File: src/rtl/eth_ram_pkg.sv
// Shared types and defaults for the eth->HDMI line RAM write side.
// Optional statistics are enabled by defining ETH_RAM_PP_STATS_EN.
package eth_ram_pkg;
    localparam int DEFAULT_ADDR_WIDTH = 13;
    localparam int DEFAULT_DATA_WIDTH = 16;

    typedef enum logic [1:0] {
        IDLE,
        FILL,
        DRAIN,
        CLOSE
    } state_t;
endpackage

File: src/rtl/eth_ram_bank_tracker.sv
// Ping-pong bank ownership flags and published word counts.
// A bank is handed to the read side on set and returned on release.
module eth_ram_bank_tracker
    import eth_ram_pkg::*;
#(
    parameter int ADDR_WIDTH = DEFAULT_ADDR_WIDTH
) (
    input  logic                  clk,
    input  logic                  rst_n,
    input  logic                  set_en,
    input  logic                  set_bank,
    input  logic [ADDR_WIDTH-1:0] set_len,
    input  logic [1:0]            bank_release,
    output logic [1:0]            bank_ready,
    output logic [ADDR_WIDTH-1:0] bank_len0,
    output logic [ADDR_WIDTH-1:0] bank_len1
);

    // Set wins over release; the writer never closes a bank the reader holds.
    always_ff @(posedge clk or negedge rst_n) begin
        if (!rst_n) begin
            bank_ready <= 2'b00;
            bank_len0  <= '0;
            bank_len1  <= '0;
        end else begin
            if (set_en && !set_bank) begin
                bank_ready[0] <= 1'b1;
                bank_len0     <= set_len;
            end else if (bank_release[0]) begin
                bank_ready[0] <= 1'b0;
            end
            if (set_en && set_bank) begin
                bank_ready[1] <= 1'b1;
                bank_len1     <= set_len;
            end else if (bank_release[1]) begin
                bank_ready[1] <= 1'b0;
            end
        end
    end

endmodule

File: src/rtl/eth_ram_pingpong_ctrl.sv
// Write-side sequencer packing a pixel stream into two ping-pong RAM banks.
// Define ETH_RAM_PP_STATS_EN to add pkt_cnt / ovf_cnt counters.
module eth_ram_pingpong_ctrl
    import eth_ram_pkg::*;
#(
    parameter int ADDR_WIDTH = DEFAULT_ADDR_WIDTH,
    parameter int DATA_WIDTH = DEFAULT_DATA_WIDTH
) (
    input  logic                  clk,
    input  logic                  rst_n,
    input  logic [DATA_WIDTH-1:0] s_data,
    input  logic                  s_valid,
    input  logic                  s_last,
    output logic                  s_ready,
    output logic                  ram_wr_en,
    output logic [ADDR_WIDTH-1:0] ram_wr_addr,
    output logic [DATA_WIDTH-1:0] ram_wr_data,
    output logic [1:0]            bank_ready,
    output logic [ADDR_WIDTH-1:0] bank_len0,
    output logic [ADDR_WIDTH-1:0] bank_len1,
    input  logic [1:0]            bank_release,
    output logic                  ovf_pulse
`ifdef ETH_RAM_PP_STATS_EN
    ,
    output logic [15:0]           pkt_cnt,
    output logic [15:0]           ovf_cnt
`endif
);

    localparam int OW         = ADDR_WIDTH - 1;
    localparam int BANK_DEPTH = 2 ** OW;
    localparam logic [ADDR_WIDTH-1:0] LAST_OFF =
        ADDR_WIDTH'(BANK_DEPTH - 1);

    state_t                state;
    logic                  cur_bank;
    logic [ADDR_WIDTH-1:0] offset;
    logic                  accept;

    assign s_ready = (state == FILL) || (state == DRAIN);
    assign accept  = s_valid && s_ready;

    // Bank FSM, offset counter and one-stage RAM write register.
    always_ff @(posedge clk or negedge rst_n) begin
        if (!rst_n) begin
            state       <= IDLE;
            cur_bank    <= 1'b0;
            offset      <= '0;
            ram_wr_en   <= 1'b0;
            ram_wr_addr <= '0;
            ram_wr_data <= '0;
            ovf_pulse   <= 1'b0;
        end else begin
            ram_wr_en <= 1'b0;
            ovf_pulse <= 1'b0;
            unique case (state)
                IDLE: begin
                    if (!bank_ready[cur_bank])
                        state <= FILL;
                end
                FILL: begin
                    if (accept) begin
                        ram_wr_en   <= 1'b1;
                        ram_wr_addr <= {cur_bank, offset[OW-1:0]};
                        ram_wr_data <= s_data;
                        offset      <= offset + 1'b1;
                        if (s_last) begin
                            state <= CLOSE;
                        end else if (offset == LAST_OFF) begin
                            state     <= DRAIN;
                            ovf_pulse <= 1'b1;
                        end
                    end
                end
                DRAIN: begin
                    if (accept && s_last)
                        state <= CLOSE;
                end
                CLOSE: begin
                    cur_bank <= ~cur_bank;
                    offset   <= '0;
                    state    <= IDLE;
                end
                default: state <= IDLE;
            endcase
        end
    end

    eth_ram_bank_tracker #(
        .ADDR_WIDTH(ADDR_WIDTH)
    ) u_tracker (
        .clk         (clk),
        .rst_n       (rst_n),
        .set_en      (state == CLOSE),
        .set_bank    (cur_bank),
        .set_len     (offset),
        .bank_release(bank_release),
        .bank_ready  (bank_ready),
        .bank_len0   (bank_len0),
        .bank_len1   (bank_len1)
    );

`ifdef ETH_RAM_PP_STATS_EN
    // Wrapping packet and truncation counters.
    always_ff @(posedge clk or negedge rst_n) begin
        if (!rst_n) begin
            pkt_cnt <= '0;
            ovf_cnt <= '0;
        end else begin
            if (state == CLOSE)
                pkt_cnt <= pkt_cnt + 1'b1;
            if (ovf_pulse)
                ovf_cnt <= ovf_cnt + 1'b1;
        end
    end
`endif

endmodule

File: config.mk
export PLATFORM = sky130hd
export DESIGN_NAME = eth_ram_pingpong_ctrl
export DESIGN_NICKNAME = d
export VERILOG_FILES = /design/src/rtl/eth_ram_pkg.sv /design/src/rtl/eth_ram_bank_tracker.sv /design/src/rtl/eth_ram_pingpong_ctrl.sv
export SDC_FILE = /design/constraint.sdc
export NUM_CORES = 1
export LEC_CHECK = 0
export BUFFER_PORTS_ARGS = -buffer_cell sky130_fd_sc_hd__buf_2
export CORE_ASPECT_RATIO = 1.75
export CORE_UTILIZATION = 35
export DETAILED_ROUTE_END_ITERATION = 7
export PLACE_DENSITY = 0.54
export SETUP_SLACK_MARGIN = 0.3
export SKIP_CTS_REPAIR_TIMING = 1
export SYNTH_ARGS = -nofsm -noshare
export SYNTH_HDL_FRONTEND = slang
export SYNTH_SLANG_ARGS = --single-unit
File: constraint.sdc
create_clock -name clk -period 4.5 [get_ports clk]
set_input_delay 0.9 -clock clk [delete_from_list [all_inputs] [get_ports clk]]
set_output_delay 0.9 -clock clk [all_outputs]
set_load 0.01 [all_outputs]
==> flow_summary.json, run 1 <==
{
  "status": "completed",
  "io_pins": 82,
  "cp-start-kind": "flop",
  "leakage_nw": 2.18,
  "rsz0062_at_grt": "no",
  "cts_root_buf": "clkbuf_16",
  "peakVddDrop_mv": 0.305,
  "grt_max_degree": 76,
  "clockBufferDepth": 2,
  "synth_edf_count": 0,
  "cts_tree": "built",
  "path_class": "flop to flop",
  "max-cap-violations": 0,
  "drt-total-wl_mm": 7.04,
  "setup_viol": 0,
  "syn2layout_area_growth_pct": 24.5,
  "synthArstFlopShare_pct": 100,
  "max-slew-margin-rel_pct": 36.2,
  "rows": 45,
  "final.setup.tns_ns": 0,
  "cts-buffers-inserted": 9,
  "syn_avg_cell_area_sq_um": 11.2,
  "dp_cells": 468,
  "drt_pre_antenna_iters": 4,
  "dp_hpwl_mm": 4.68,
  "fin_skew_ns": 0.00723,
  "synth_cells": 282,
  "grt_usage_pct": 16.9,
  "ff2ff_path_depth": 8,
  "drv_slew": 0,
  "vias": 2251,
  "via_per_inst": 4.66,
  "fp.dieH_microns": 128,
  "instances_no_fill": 483,
  "syn_nets": 309,
  "grt_pass1_wl_mm": 11.8,
  "place.gp.congestion": 0.734,
  "antenna_cells": 0,
  "power_density_mw_per_mm2": 567,
  "fin_crit_sh_pct": 56.9,
  "ant_nets": 0,
  "worstPathMaxFanout": 39,
  "clock-sinks": 75,
  "ys_types": 34,
  "ys.flop_type": "dfrtp_1",
  "hold_class": "flop to flop",
  "fillers": 857,
  "port_buffers": 81,
  "ys_seq_elements": 75,
  "htree_levels": 3,
  "multi_input_area_sq_mm": 0.00117,
  "antenna_found_initial": 0,
  "holdPathStages": 2,
  "core_area_sq_mm": 0.00873,
  "end_kind": "flop",
  "die_x_microns": 73.7,
  "drive_gt1_share_pct": 36.6,
  "place_ws_ns": 1.78,
  "crit_arrival_ns": 2.81,
  "dieArea_sq_mm": 0.00940,
  "syn-cell-area_sq_mm": 0.00315,
  "worst_slack_ns": 1.94,
  "hold_violations": 0,
  "grt_overflow": 0,
  "wl_per_cell_microns": 14.6,
  "fmax_mhz": 390,
  "worst_pin_slew_ns": 0.957,
  "ys_warn_count": 0,
  "yosysSeqAreaShare_pct": 59.6,
  "layout_min_cycle_time_ns": 2.56,
  "clock_latency_ns": 0.33,
  "required_ns": 4.75,
  "drt_first_iter_violations": 145,
  "nets": 389,
  "drc": 0,
  "clkTransAtPathRegs_ns": 0.06,
  "grt_pass1_vias": 2347,
  "initial_core_util_pct": 36.1,
  "seqCellArea_sq_mm": 0.00188
}
worst paths after layout:
path                       slack, ns                                   to                   startpoint
max reg2reg                     1.94               offset[12]$_DFFE_PN0P_         state[1]$_DFFE_PN0P_
max in group asynchronous       3.16  u_tracker.bank_len0[10]$_DFFE_PN0P_                        rst_n
max                             1.94               offset[12]$_DFFE_PN0P_         state[1]$_DFFE_PN0P_
min reg2reg                     0.46          ram_wr_addr[12]$_DFFE_PN0P_  ram_wr_addr[12]$_DFFE_PN0P_
min in group asynchronous       0.72   u_tracker.bank_len1[3]$_DFFE_PN0P_                        rst_n
min                             0.46          ram_wr_addr[12]$_DFFE_PN0P_  ram_wr_addr[12]$_DFFE_PN0P_
critical path: stages, from the launching register on:
cell	delay (ns)
dfrtp_1	0.41
inv_1	0.09
ha_1	0.36
nand3_1	0.09
buf_4	0.25
inv_2	0.58
o211ai_4	0.17
or3_1	0.34
a21oi_1	0.18
power breakdown:
| group | internal, W | leakage [nW] | switching (W) |
|---|---|---|---|
| clock network | 0.000413 | 0.141 | 0.000254 |
| registers | 0.000799 | 1.01 | 0.0000839 |
| logic | 0.000270 | 1.02 | 0.000402 |
kinds of logic (layout without fill, tap and decap cells):
| group | Yosys count | count (layout) | synth area share [%] |
|---|---|---|---|
| compound gates | 26 | 26 | 6.83 |
| simple gates | 119 | 119 | 15.7 |
| flops | 75 | 75 | 59.6 |
| buf+inv | 20 | 104 | 3.22 |
| fa+ha+maj | 5 | 5 | 1.99 |
| xor+xnor | 8 | 8 | 2.22 |
| mux | 29 | 29 | 10.5 |
stage by stage:
stage	utilization, %	hold slack [ns]	power, W	cell area [sq um]
finish	44.9	0.465	0.00222	3920
CTS	44.9	0.470	0.00226	3920
global placement	41.7	0.457	0.00157	3640
detailed placement	41.7	0.457	0.00158	3640
global route	44.9	0.502	0.00237	3920
floorplan	-	0.495	0.00134	3150
cell type report:
type / count / share of cell area, %
clock buffer: 13 / 6.89
tap: 117 / 3.73
sequential: 75 / 47.9
multi-input combinational: 187 / 29.9
inverter: 6 / 0.574
timing repair buffer: 83 / 10.8
clock inverter: 2 / 0.255
layout by cell type, fill, tap and decap left out, types with 2 or more instances in the layout:
cell,instances
o21ai_0,7
a2bb2oi_1,2
mux2_2,28
clkinv_2,2
nand2b_1,2
ha_1,5
buf_2,80
or3_1,4
a21oi_1,4
nand2_1,93
o2111ai_1,3
nand3_1,2
buf_4,3
o211ai_4,2
xor2_1,8
nor2b_1,2
dfrtp_1,75
and4_1,2
nor2_1,9
o211ai_1,3
clkbuf_8,3
inv_1,5
clkbuf_16,9
layer usage:
metal	track usage (%)	wire, microns
met4	7.58	136
met3	3.94	245
met1	20.2	2930
met2	28.3	3730
met5	0	0
Yosys cell counts (all sizes together), types with 2 or more instances:
master | number | share of area [%]
o2111ai | 3 | 0.83
xor2 | 8 | 2.2
and4 | 2 | 0.56
o21ai | 7 | 1.1
or3 | 4 | 0.79
dfrtp | 75 | 60
nand2b | 2 | 0.40
ha | 5 | 2.0
clkbuf | 4 | 0.48
and2 | 2 | 0.44
a21oi | 4 | 0.64
nor2b | 2 | 0.40
nand2 | 94 | 11
o211ai | 5 | 2.1
buf | 10 | 2.0
nand3 | 2 | 0.32
nor2 | 9 | 1.1
inv | 6 | 0.71
a2bb2oi | 2 | 0.56
mux2 | 29 | 10
flip-flops by register name, summed over array words and instances, names as in the netlist:
signal and cells:
cur_bank 1, ram_wr_en 1, u_tracker.bank_len1 13, u_tracker.bank_ready 2
state 2, offset 13, ram_wr_addr 13, ram_wr_data 16
u_tracker.bank_len0 13, ovf_pulse 1
(Power assumes the default switching activity.)
==> inputs of run 2 (changes only) <==
Settings changed: PLACE_DENSITY 0.54 to 0.56.
Clock period 4.5 ns to 2.1 ns, I/O delays scaled along.
==> run 2 against run 1 <==
Hold slack lost 0.45 ns; die area unchanged; utilization rose by 2.8 points; via count grew 2.5%; sequential power rose by 120%; total power grew 140%; critical endpoint is now s_ready; register-to-register slack lost 1.6 ns; count of clock-buffer cells in the layout decreased by 1; clock skew is 0.0010 ns lower; highest routed layer unchanged; largest cell class unchanged; wire length decreased by 1.6%.
==> flow_summary.json, run 2 (synthesized netlist as in run 1, its figures left out) <==
{
  "status": "completed",
  "grt_max_degree": 47,
  "cts_root_buf": "clkbuf_16",
  "drive_gt1_share_pct": 41.5,
  "path_class": "flop to output port",
  "grt_pass1_vias": 2213,
  "crit_arrival_ns": 1.29,
  "antenna_cells": 0,
  "cts-buffers-inserted": 9,
  "final_cell_mix": "nand2_1, buf_2, dfrtp_1, mux2_2, buf_4",
  "rows": 45,
  "final_util_pct": 47.7,
  "leakage_nw": 2.27,
  "switching_share_pct": 31.9,
  "fp.dieH_microns": 128,
  "drt_pre_antenna_iters": 4,
  "vias": 2308,
  "rr_startpoint": "offset[0]$_DFFE_PN0P_",
  "grt_pass1_wl_mm": 11.0,
  "initial_core_util_pct": 36.1,
  "mostFrequentLayoutCell": "nand2_1",
  "max_flop_register": "ram_wr_data",
  "pwr-share-clk_pct": 31.6,
  "drt_first_iter_violations": 80,
  "max-cap-violations": 0,
  "htree_levels": 3,
  "clkTransAtPathRegs_ns": 0.06,
  "cp_top_family": "flip-flops",
  "hold_violations": 0,
  "layout_min_cycle_time_ns": 1.71,
  "hold_class": "primary input to asynchronous set/reset pin",
  "dieArea_sq_mm": 0.00940,
  "rsz0062_at_grt": "no",
  "antenna_found_initial": 0,
  "clock_latency_ns": 0.33,
  "required_ns": 1.68,
  "worstPathMaxFanout": 5,
  "drt-total-wl_mm": 6.93,
  "syn2layout_area_growth_pct": 32.1,
  "drc": 0,
  "cp_slowest_stage_delay_ns": 0.43,
  "die_x_microns": 73.7,
  "p_seq_share_pct": 36.1,
  "drv_slew": 0,
  "grt_usage_pct": 16.1,
  "power_density_mw_per_mm2": 1270,
  "switching_power_w": 0.00168,
  "grt_overflow": 0,
  "clockBufferDepth": 2,
  "end_kind": "output port",
  "largest_register_ffs": 16,
  "final.setup.tns_ns": 0,
  "slowest_stage": "dfrtp_2",
  "comb_power_share_pct": 32.3,
  "cts_tree": "built",
  "r2r-end": "state[1]$_DFFE_PN0P_",
  "fin_skew_ns": 0.00619,
  "clock-sinks": 75,
  "fin_crit_sh_pct": 81.6,
  "finalPower_w": 0.00528,
  "setup_viol": 0,
  "ant_nets": 0,
  "wl_per_cell_microns": 13.9,
  "ff2ff_path_depth": 5,
  "port_buffers": 81,
  "crit_buf_inv": 2,
  "fillers": 824,
  "nets": 403,
  "io_pins": 82,
  "core_area_sq_mm": 0.00873,
  "place.gp.congestion": 0.814,
  "crit_path_cell_trace": "inv_2, ha_4, buf_2",
  "fmax_mhz": 584,
  "peakVddDrop_mv": 0.610,
  "power.internal_w": 0.00359,
  "worst_pin_slew_ns": 0.418,
  "rrSetupSlack_ns": 0.39,
  "via_per_inst": 4.63,
  "cp-start-kind": "flop",
  "dp_hpwl_mm": 4.83,
  "max-slew-margin-rel_pct": 72.2
}
run 2: stage by stage:
| stage | setup WS [ns] | hold slack, ns | cells | cell area, sq um |
|---|---|---|---|---|
| 2_1_floorplan | 0.341 | 0.124 | 282 | 3150 |
| 3_3_place_gp | 0.280 | 0.380 | 475 | 3710 |
| 3_5_place_dp | 0.201 | 0.384 | 475 | 3710 |
| 4_1_cts | 0.173 | 0.0250 | 491 | 4040 |
| 5_1_grt | 0.301 | 0.0415 | 498 | 4160 |
| 6_report | 0.387 | 0.0158 | 498 | 4160 |
run 2: per-layer routing:
layer / GRT usage, % / vias up / routed length, microns
met3: 3.79 / 10 / 191
met1: 18.6 / 1132 / 2780
li1: - / 1122 / -
met2: 27.3 / 44 / 3820
met5: 0 / - / 0
met4: 7.81 / 0 / 133
run 2: final cells by class:
type / count / area (sq um) / area share [%]
Clock buffer: 12 / 256 / 6.16
Clock inverter: 4 / 72.6 / 1.74
Inverter: 6 / 27.5 / 0.661
Multi-Input combinational cell: 187 / 1230 / 29.6
Sequential cell: 75 / 1880 / 45.2
Tap cell: 117 / 146 / 3.52
Timing Repair Buffer: 96 / 544 / 13.1
Timing Repair inverter: 1 / 5.00 / 0.120
run 2: power by group through the flow:
stage               Sequential, W  Combinational (W)  Clock, W
floorplan                 0.00198           0.000886         0
global placement          0.00190            0.00149         0
detailed placement        0.00191            0.00151         0
CTS                       0.00189            0.00152   0.00171
global route              0.00194            0.00188   0.00177
finish                    0.00191            0.00170   0.00167
run 2: how the worst max path moves through the flow:
stage,start,to,slack [ns],depth (start not counted)
CTS,state[1]$_DFFE_PN0P_,offset[11]$_DFFE_PN0P_,0.17,7
global placement,state[1]$_DFFE_PN0P_,offset[11]$_DFFE_PN0P_,0.28,7
global route,state[1]$_DFFE_PN0P_,offset[11]$_DFFE_PN0P_,0.30,7
finish,state[1]$_DFFE_PN0P_,s_ready,0.39,3
detailed placement,state[1]$_DFFE_PN0P_,offset[11]$_DFFE_PN0P_,0.20,7
floorplan,state[1]$_DFFE_PN0P_,offset[11]$_DFFE_PN0P_,0.34,7
